### config.mk
export PLATFORM = sky130hd
export DESIGN_NAME = vga_scene_sequencer
export DESIGN_NICKNAME = d
export VERILOG_FILES = /design/src/rtl/vga_seq_pkg.sv /design/src/rtl/btn_sync_edge.sv /design/src/rtl/vga_scene_sequencer.sv
export SDC_FILE = /design/constraint.sdc
export NUM_CORES = 1
export LEC_CHECK = 0
export BUFFER_PORTS_ARGS = -buffer_cell sky130_fd_sc_hd__buf_2
export CORE_MARGIN = 2
export CORE_UTILIZATION = 52
export DETAILED_ROUTE_END_ITERATION = 10
export PLACE_DENSITY = 0.74
export SLEW_MARGIN = 20
export SYNTH_ARGS = -nofsm -noshare
export SYNTH_HDL_FRONTEND = slang
export SYNTH_SLANG_ARGS = --single-unit
### constraint.sdc
create_clock -name clk -period 2.57 [get_ports clk]
set_clock_uncertainty 0.05 [all_clocks]
set_input_delay 0.514 -clock clk [delete_from_list [all_inputs] [get_ports clk]]
set_output_delay 0.514 -clock clk [all_outputs]
set_load 0.05 [all_outputs]
### src/rtl/vga_seq_pkg.sv
// rtl/vga_seq_pkg.sv - shared types and scene tables for the VGA scene sequencer
package vga_seq_pkg;

  typedef enum logic [1:0] {
    SHOW     = 2'd0,
    FADE_OUT = 2'd1,
    SWITCH   = 2'd2,
    FADE_IN  = 2'd3
  } seq_state_t;

  localparam logic [1:0] FADE_FULL = 2'd3;

  // Checker layer enables per scene: bit0 = layer a ... bit4 = layer e.
  function automatic logic [4:0] layers_for(input logic [1:0] scene);
    logic [4:0] layers;
    unique case (scene)
      2'd0: layers = 5'b11111;
      2'd1: layers = 5'b00011;
      2'd2: layers = 5'b11100;
      2'd3: layers = 5'b10101;
    endcase
    return layers;
  endfunction

endpackage

### src/rtl/btn_sync_edge.sv
// rtl/btn_sync_edge.sv - two-flop synchroniser with registered rising-edge pulse
module btn_sync_edge (
  input  logic clk,
  input  logic rst_n,
  input  logic btn,
  output logic pulse
);

  logic sync1;
  logic sync2;
  logic sync2_d;

  // Bring the pin into the clk domain and emit one pulse per rising edge.
  always_ff @(posedge clk) begin
    if (!rst_n) begin
      sync1   <= 1'b0;
      sync2   <= 1'b0;
      sync2_d <= 1'b0;
      pulse   <= 1'b0;
    end else begin
      sync1   <= btn;
      sync2   <= sync1;
      sync2_d <= sync2;
      pulse   <= sync2 & ~sync2_d;
    end
  end

endmodule

### src/rtl/vga_scene_sequencer.sv
// rtl/vga_scene_sequencer.sv - frame-rate scene, layer and fade sequencer for the checker demo
module vga_scene_sequencer #(
  parameter int CNT_W        = 10,
  parameter int SCENE_FRAMES = 600,
  parameter int FADE_STEP    = 4,
  parameter int NUM_SCENES   = 4
) (
  input  logic             clk,
  input  logic             rst_n,
  input  logic             frame_tick,
  input  logic             btn_next,
  input  logic             btn_pause,
  input  logic             auto_en,
  input  logic [1:0]       speed,
  output logic [CNT_W-1:0] anim_counter,
  output logic [1:0]       scene_id,
  output logic [4:0]       layer_en,
  output logic [1:0]       fade_level,
  output logic             busy
);

  import vga_seq_pkg::*;

  localparam int DW = (SCENE_FRAMES > 1) ? $clog2(SCENE_FRAMES) : 1;
  localparam int TW = (FADE_STEP > 1) ? $clog2(FADE_STEP) : 1;
  localparam logic [DW-1:0] DWELL_LAST = DW'(SCENE_FRAMES - 1);
  localparam logic [TW-1:0] TIMER_LAST = TW'(FADE_STEP - 1);
  localparam logic [1:0]    SCENE_LAST = 2'(NUM_SCENES - 1);

  seq_state_t       state_q, state_d;
  logic [DW-1:0]    dwell_q, dwell_d;
  logic [TW-1:0]    timer_q, timer_d;
  logic [1:0]       fade_d;
  logic [1:0]       scene_d;
  logic [4:0]       layer_d;
  logic [CNT_W-1:0] anim_d;
  logic             paused_q;
  logic             next_pulse;
  logic             pause_pulse;
  logic             step_en;

  btn_sync_edge u_next (
    .clk   (clk),
    .rst_n (rst_n),
    .btn   (btn_next),
    .pulse (next_pulse)
  );

  btn_sync_edge u_pause (
    .clk   (clk),
    .rst_n (rst_n),
    .btn   (btn_pause),
    .pulse (pause_pulse)
  );

  // Pause only freezes the animation counter and the scene dwell timer.
  assign step_en = frame_tick & ~paused_q;

  // Next-state and next-output decode; fades advance on every tick regardless of pause.
  always_comb begin
    state_d = state_q;
    dwell_d = dwell_q;
    timer_d = timer_q;
    fade_d  = fade_level;
    scene_d = scene_id;
    layer_d = layer_en;
    anim_d  = step_en ? anim_counter + CNT_W'(speed) + CNT_W'(1) : anim_counter;
    unique case (state_q)
      SHOW: begin
        if (next_pulse) begin
          state_d = FADE_OUT;
          dwell_d = '0;
          timer_d = '0;
        end else if (step_en && auto_en) begin
          if (dwell_q == DWELL_LAST) begin
            state_d = FADE_OUT;
            dwell_d = '0;
            timer_d = '0;
          end else begin
            dwell_d = dwell_q + 1'b1;
          end
        end
      end
      FADE_OUT: begin
        if (frame_tick) begin
          if (timer_q == TIMER_LAST) begin
            timer_d = '0;
            fade_d  = fade_level - 2'd1;
            if (fade_level == 2'd1) state_d = SWITCH;
          end else begin
            timer_d = timer_q + 1'b1;
          end
        end
      end
      SWITCH: begin
        scene_d = (scene_id == SCENE_LAST) ? 2'd0 : scene_id + 2'd1;
        layer_d = layers_for(scene_d);
        anim_d  = '0;
        dwell_d = '0;
        timer_d = '0;
        state_d = FADE_IN;
      end
      FADE_IN: begin
        if (frame_tick) begin
          if (timer_q == TIMER_LAST) begin
            timer_d = '0;
            fade_d  = fade_level + 2'd1;
            if (fade_level == 2'd2) state_d = SHOW;
          end else begin
            timer_d = timer_q + 1'b1;
          end
        end
      end
    endcase
  end

  // State and registered outputs; busy reflects the state being entered.
  always_ff @(posedge clk) begin
    if (!rst_n) begin
      state_q      <= SHOW;
      dwell_q      <= '0;
      timer_q      <= '0;
      paused_q     <= 1'b0;
      anim_counter <= '0;
      scene_id     <= 2'd0;
      layer_en     <= layers_for(2'd0);
      fade_level   <= FADE_FULL;
      busy         <= 1'b0;
    end else begin
      state_q      <= state_d;
      dwell_q      <= dwell_d;
      timer_q      <= timer_d;
      paused_q     <= paused_q ^ pause_pulse;
      anim_counter <= anim_d;
      scene_id     <= scene_d;
      layer_en     <= layer_d;
      fade_level   <= fade_d;
      busy         <= (state_d != SHOW);
    end
  end

endmodule

==> results of run 1 <==
[layer usage]
layer,part of all wire (%),global-route usage [%]
met5,0,0
met3,3.9,3.77
met1,52,23.7
met2,43,27.7
met4,1.6,7.03
[area by class of cell]
type | instances | area [um^2]
clock buffers | 7 | 86.3
inverters | 16 | 60.1
flip-flops and latches | 42 | 841
fillers | 345 | 1450
multi-input cells | 140 | 991
repair buffers | 28 | 143
clock inverters | 1 | 5.00
well taps | 48 | 60.1
[metrics by stage]
step                      std cells  cell area (um^2)  util [%]  hold WS (ps)  total power [W]
after floorplan                 207              1940         -           317         0.000774
after global routing            282              2190      60.2           347          0.00127
after detailed placement        274              2090      57.6           326         0.000802
final                           282              2190      60.2           333          0.00122
after CTS                       282              2190      60.2           337          0.00123
after global placement          274              2090      57.6           321         0.000800
[cells in the final DEF, fill, tap and decap left out, drive strengths merged, types with 7 or more instances in the layout]
cell type	count
dfxtp	42
buf	28
nor2	21
inv	16
nand2	13
a21oi	9
ha	9
and2	8
xnor2	8
xor2	8
o21ai	7
o211ai	7
clkbuf	7
[sequential cells by signal, indices dropped and copies added, names as in the netlist, 2 cells and up]
register and cells:
anim_counter 10, dwell_q 10, fade_level 2, layer_en 4, scene_id 2, state_q 2
timer_q 2
[worst reg2reg max path, stage by stage, from the launching register on]
cell and delay (ps):
sky130_fd_sc_hd__dfxtp_1 660, sky130_fd_sc_hd__nand2b_1 410, sky130_fd_sc_hd__o311ai_1 180, sky130_fd_sc_hd__a21bo_2 340, sky130_fd_sc_hd__a21oi_1 140
[final timing paths]
path                       start  cells past startpoint      endpoint  slack (ps)
setup / recovery      state_q[0]                      4    dwell_q[9]         730
hold / removal    u_next.sync2_d                      1  u_next.pulse         330
setup reg to reg      state_q[0]                      4    dwell_q[9]         730
hold reg to reg   u_next.sync2_d                      1  u_next.pulse         330
[cells by family (layout without fill, tap and decap cells)]
group	Yosys count	after routing	share of synthesized area (%)
AOI/OAI and AO/OA	40	40	15.3
xor gates and xnor gates	16	16	7.21
adders and majority gates	10	10	6.82
buffers and inverters	25	52	5.79
DFF	42	42	43.2
muxes	2	2	1.03
and+or+nand+nor	72	72	20.6
[power by group]
part           internal (W)  switching [W]  total, W
clock              0.000217       0.000212  0.000429
combinational     0.0000372      0.0000688  0.000106
sequential         0.000666      0.0000159  0.000682
total              0.000920       0.000297   0.00122
==> metrics.log, run 1 <==
[metrics] count of cell types in the netlist: 42
[metrics] Clock Sinks: 42
[metrics] Post-CTS Hold Buffers: 0
[metrics] weighted congestion reported at the end of routability-driven placement: around 0.76
[metrics] kind of end point of the critical path: flip-flop
[metrics] sum of negative setup slack: 0 ps
[metrics] number of global-route vias before repair: 1,369
[metrics] unrepaired setup endpoints after global routing: no
[metrics] syn avg cell area: ~9.4 um^2
[metrics] area of the core: roughly 3600 um^2
[metrics] buffers plus inverters on the worst setup path: 0
[metrics] setup slack after layout: 732 ps
[metrics] buffer levels on the longest clock path: 2
[metrics] final-report max-slew violation count: 0
[metrics] number of inserted diodes: 0
[metrics] areal power density over the cells: roughly 560 nW/um^2
[metrics] Tightest Pin Transition: 533 ps
[metrics] highest clock rate: between 500 and 600 MHz
[metrics] Buffers on Ports: 27
[metrics] fraction of registers with async set or reset after synthesis: 0%
[metrics] minimum setup slack after placement: 624 ps
[metrics] number of flops mapped to enable cells by yosys: 0
[metrics] number of resized instances in the post-cts repair step: 0
[metrics] kind of cell adding the most delay to the critical path: flip-flops
[metrics] most frequently used flop master after synthesis: sky130_fd_sc_hd__dfxtp_1
[metrics] number of standard-cell rows in the floorplan: 22
[metrics] Hold Violations, Final: 0
[metrics] die height: 65.2 um
[metrics] hpwl dp: 2370 um
[metrics] initial antenna violation count: 0
[metrics] DRC Markers: 0
[metrics] headroom to the max-slew limit: around 64%
[metrics] wire length of the first global-routing pass: 5890 um
[metrics] Leakage Power: just over 0.9 nW
[metrics] dominant cell by count in the synthesized netlist: sky130_fd_sc_hd__dfxtp_1
[metrics] crit start category: flip-flop
[metrics] fraction of the cycle the final worst path needs: a little under three quarters
[metrics] initial core utilization: about 54%
[metrics] peak per-stage delay on the critical path: between 600 and 700 ps
[metrics] initial DRC count: about 90
[metrics] CTS H-tree lvls: 2
[metrics] final setup fails: 0
[metrics] CTS tree: built
[metrics] overall routing resource usage: roughly 18%
[metrics] total CTS buffers: 5
[metrics] largest net degree at the start of global routing: 22
[metrics] remaining global-route overflow: 0
[metrics] horizontal die dimension: 65.2 um
[metrics] clock root cell: sky130_fd_sc_hd__clkbuf_8
[metrics] share of the synthesized area in the top cell type: approximately 43%
[metrics] cell types with the highest counts after synthesis: sky130_fd_sc_hd__dfxtp_1, sky130_fd_sc_hd__inv_1, sky130_fd_sc_hd__nor2_1
[metrics] First-pass DRT Iterations: 4
[metrics] maxcap violations: 0
[metrics] Seq/Total Area, Yosys: between 40% and 50%
[metrics] routed vias/inst: roughly 5.2
[metrics] Crit Path Max Fanout: 16
[metrics] via count: 1,476
[metrics] FF+latch count, synth: 42
[metrics] die footprint: 4240 um^2
[metrics] cell count after synthesis: 207
[metrics] data arrival time at the worst-slack endpoint: 2000 ps
[metrics] number of warnings reported in the yosys synthesis log: 0
[metrics] result of the run: complete, no violations
[metrics] Synthesized Nets: 225
[metrics] clock-pin transition on the worst setup and hold timing paths: around 70 ps
[metrics] largest vdd supply drop: ~0.34 mV
[metrics] Final nets: 251
[metrics] wire length per cell after detailed routing: between 10 and 15 um
[metrics] critical path start-end classification: flip-flop to flip-flop
[metrics] class of the worst hold path: flip-flop to flip-flop
[metrics] CP max stage cell: sky130_fd_sc_hd__dfxtp_1
[metrics] clock latency reported for the late side of the worst-skew pair: about 290 ps
[metrics] num ports: 28
[metrics] antenna violation net count after detailed routing: 0
[metrics] total wirelength of the detailed-routed design: 3360 um
[metrics] CP Cell Sequence: nand2b_1, o311ai_1, a21bo_2, a21oi_1
[metrics] required arrival time at the worst endpoint: roughly 2700 ps
[metrics] synthesized area: approximately 1900 um^2
[metrics] setup bufs post-CTS: 0
[metrics] post-layout min period: ~1800 ps
[metrics] post-synthesis cell type with the largest combined area: sky130_fd_sc_hd__dfxtp_1
[metrics] ranking of synthesized cells by area: sky130_fd_sc_hd__dfxtp_1, sky130_fd_sc_hd__ha_1, sky130_fd_sc_hd__xnor2_1
[metrics] area growth from synthesis to layout: 12.4%
[metrics] layout cells sized above 1: 19.7%
Note: power is estimated with default switching activity, not from simulation.
==> run 2: changes to the inputs <==
CORE_UTILIZATION = 50   (was 52)
clock period = 1.6 ns   (was 2.57 ns; I/O delays follow)
==> metrics.log, run 2 (synthesis gave the netlist of run 1 again) <==
[metrics] Crit Path Max Fanout: 6
[metrics] horizontal die dimension: approximately 66 um
[metrics] capture instance of the worst register-to-register path: dwell_q[8]
[metrics] antenna violation net count after detailed routing: 0
[metrics] total wirelength of the detailed-routed design: 3670 um
[metrics] Leakage Power: between 0.9 and 1 nW
[metrics] area of the core: roughly 3700 um^2
[metrics] areal power density over the cells: about 850 nW/um^2
[metrics] highest clock rate: approximately 630 MHz
[metrics] sequential share of power: around 55%
[metrics] die footprint: about 4400 um^2
[metrics] final total power: 0.00200 W
[metrics] hpwl dp: 2600 um
[metrics] combinational cell fraction of total power: a little over a tenth
[metrics] leading cell type in the layout, fill and taps excluded: sky130_fd_sc_hd__dfxtp_1
[metrics] Hold Violations, Final: 0
[metrics] clock network fraction of design power: between 30% and 40%
[metrics] post-layout min period: 1600 ps
[metrics] critical register-to-register path startpoint: dwell_q[5]
[metrics] number of global-route vias before repair: between 1,000 and 1,500
[metrics] Buffers on Ports: 27
[metrics] source of the critical timing path: dwell_q[5]
[metrics] required arrival time at the worst endpoint: 1730 ps
[metrics] switching share of power: about a quarter
[metrics] CTS tree: built
[metrics] number of standard-cell rows in the floorplan: 22
[metrics] initial core utilization: between 50 and 60%
[metrics] R2R depth: 4
[metrics] largest vdd supply drop: approximately 0.61 mV
[metrics] result of the run: complete, no violations
[metrics] initial DRC count: 37
[metrics] First-pass DRT Iterations: 4
[metrics] minimum setup slack after placement: -114 ps
[metrics] via count: 1,554
[metrics] slack of the worst reg-to-reg path: 3 ps
[metrics] Final nets: around 270
[metrics] kind of end point of the critical path: flip-flop
[metrics] buffer levels on the longest clock path: 2
[metrics] clock root cell: sky130_fd_sc_hd__clkbuf_8
[metrics] total CTS buffers: 5
[metrics] largest net degree at the start of global routing: 13
[metrics] class of the worst hold path: input pin to flip-flop
[metrics] number of instances on the worst hold path: 2
[metrics] layout cells sized above 1: 29.8%
[metrics] overall routing resource usage: between 10% and 20%
[metrics] Clock Sinks: 42
[metrics] routed vias/inst: 5.25
[metrics] num ports: 28
[metrics] wire length per cell after detailed routing: 12.4 um
[metrics] capturing element of the worst setup path: dwell_q[8]
[metrics] DRC Markers: 0
[metrics] cell-internal power: roughly 0.0015 W
[metrics] unrepaired setup endpoints after global routing: yes
[metrics] Regs by FF count: anim_counter (10), dwell_q (10), layer_en (4)
[metrics] area growth from synthesis to layout: 20.2%
[metrics] initial antenna violation count: 0
[metrics] weighted congestion reported at the end of routability-driven placement: approximately 0.79
[metrics] Filler cells: roughly 340
[metrics] final-report max-slew violation count: 0
[metrics] maxcap violations: 0
[metrics] switching power: 0.000491 W
[metrics] headroom to the max-slew limit: between 70% and 80%
[metrics] commonest non-fill, non-tap cells in the layout: sky130_fd_sc_hd__dfxtp_1, sky130_fd_sc_hd__buf_2, sky130_fd_sc_hd__nor2_1
[metrics] fraction of the cycle the final worst path needs: between 90% and 100%
[metrics] final setup fails: 0
[metrics] clock-pin transition on the worst setup and hold timing paths: 80 ps
[metrics] CTS H-tree lvls: 2
[metrics] clock latency reported for the late side of the worst-skew pair: a little under 300 ps
[metrics] wire length of the first global-routing pass: between 6000 and 7000 um
[metrics] setup slack after layout: about 3.2 ps
[metrics] crit start category: flip-flop
[metrics] remaining global-route overflow: 0
[metrics] data arrival time at the worst-slack endpoint: 1730 ps
[metrics] die height: around 66 um
[metrics] number of inserted diodes: 0
[metrics] critical path start-end classification: flip-flop to flip-flop
[metrics] Tightest Pin Transition: 443 ps
## run 2: cell type report
type	instances	area (um^2)	share of cell area [%]
multi-input cells	141	1030	44.2
flip-flops and latches	42	851	36.4
repair buffers	41	240	10.3
clock buffers	7	86.3	3.69
inverters	16	62.6	2.68
well taps	48	60.1	2.57
clock inverters	1	5.00	0.214
## run 2: per-stage QoR
stage | utilization (%) | hold WS [ps] | instances | setup TNS [ps] | cell area (um^2)
2_1_floorplan | - | 317 | 207 | -16.5 | 1980
3_3_place_gp | 59.9 | 324 | 285 | -150 | 2210
3_5_place_dp | 59.9 | 326 | 285 | -268 | 2210
4_1_cts | 62.6 | 176 | 294 | 0 | 2310
5_1_grt | 63.4 | 186 | 296 | -340 | 2340
6_report | 63.4 | 185 | 296 | 0 | 2340
## run 2: worst min path at each step
stage | from | endpoint
global route | btn_next | u_next.sync1
floorplan | u_next.sync2_d | u_next.pulse
detailed placement | u_next.sync2_d | u_next.pulse
finish | btn_next | u_next.sync1
CTS | btn_next | u_next.sync1
global placement | u_next.sync2_d | u_next.pulse
## run 2: power by group through the flow
stage          sequential, W  combinational [W]  clock (W)
2_1_floorplan        0.00115           0.000100          0
3_3_place_gp         0.00112           0.000198          0
3_5_place_dp         0.00112           0.000204          0
4_1_cts              0.00109           0.000210   0.000710
5_1_grt              0.00110           0.000233   0.000753
6_report             0.00109           0.000212   0.000691
## run 2: routing by layer
layer  track usage, %  vias up  part of all wire, %
met5                0        -                    0
met4             3.06        0                 0.74
met3             5.11        4                  4.4
met2             31.1       40                   45
met1             22.6      716                   50
li1                 -      794                    -
## run 2: what timing repair did
item,4_1_cts,5_1_grt
hold buffers,0,0
endpoints found under the setup margin,1,14
cloned,0,1
pin swaps,1,8
buffers inserted,1,1
gates resized for setup,1,3
## run 2: worst max-delay path, cell delays in order (launching register included)
cell	delay, ps
sky130_fd_sc_hd__dfxtp_1	380
sky130_fd_sc_hd__or3b_1	420
sky130_fd_sc_hd__o311ai_2	300
sky130_fd_sc_hd__a21bo_2	290
sky130_fd_sc_hd__a21oi_1	60
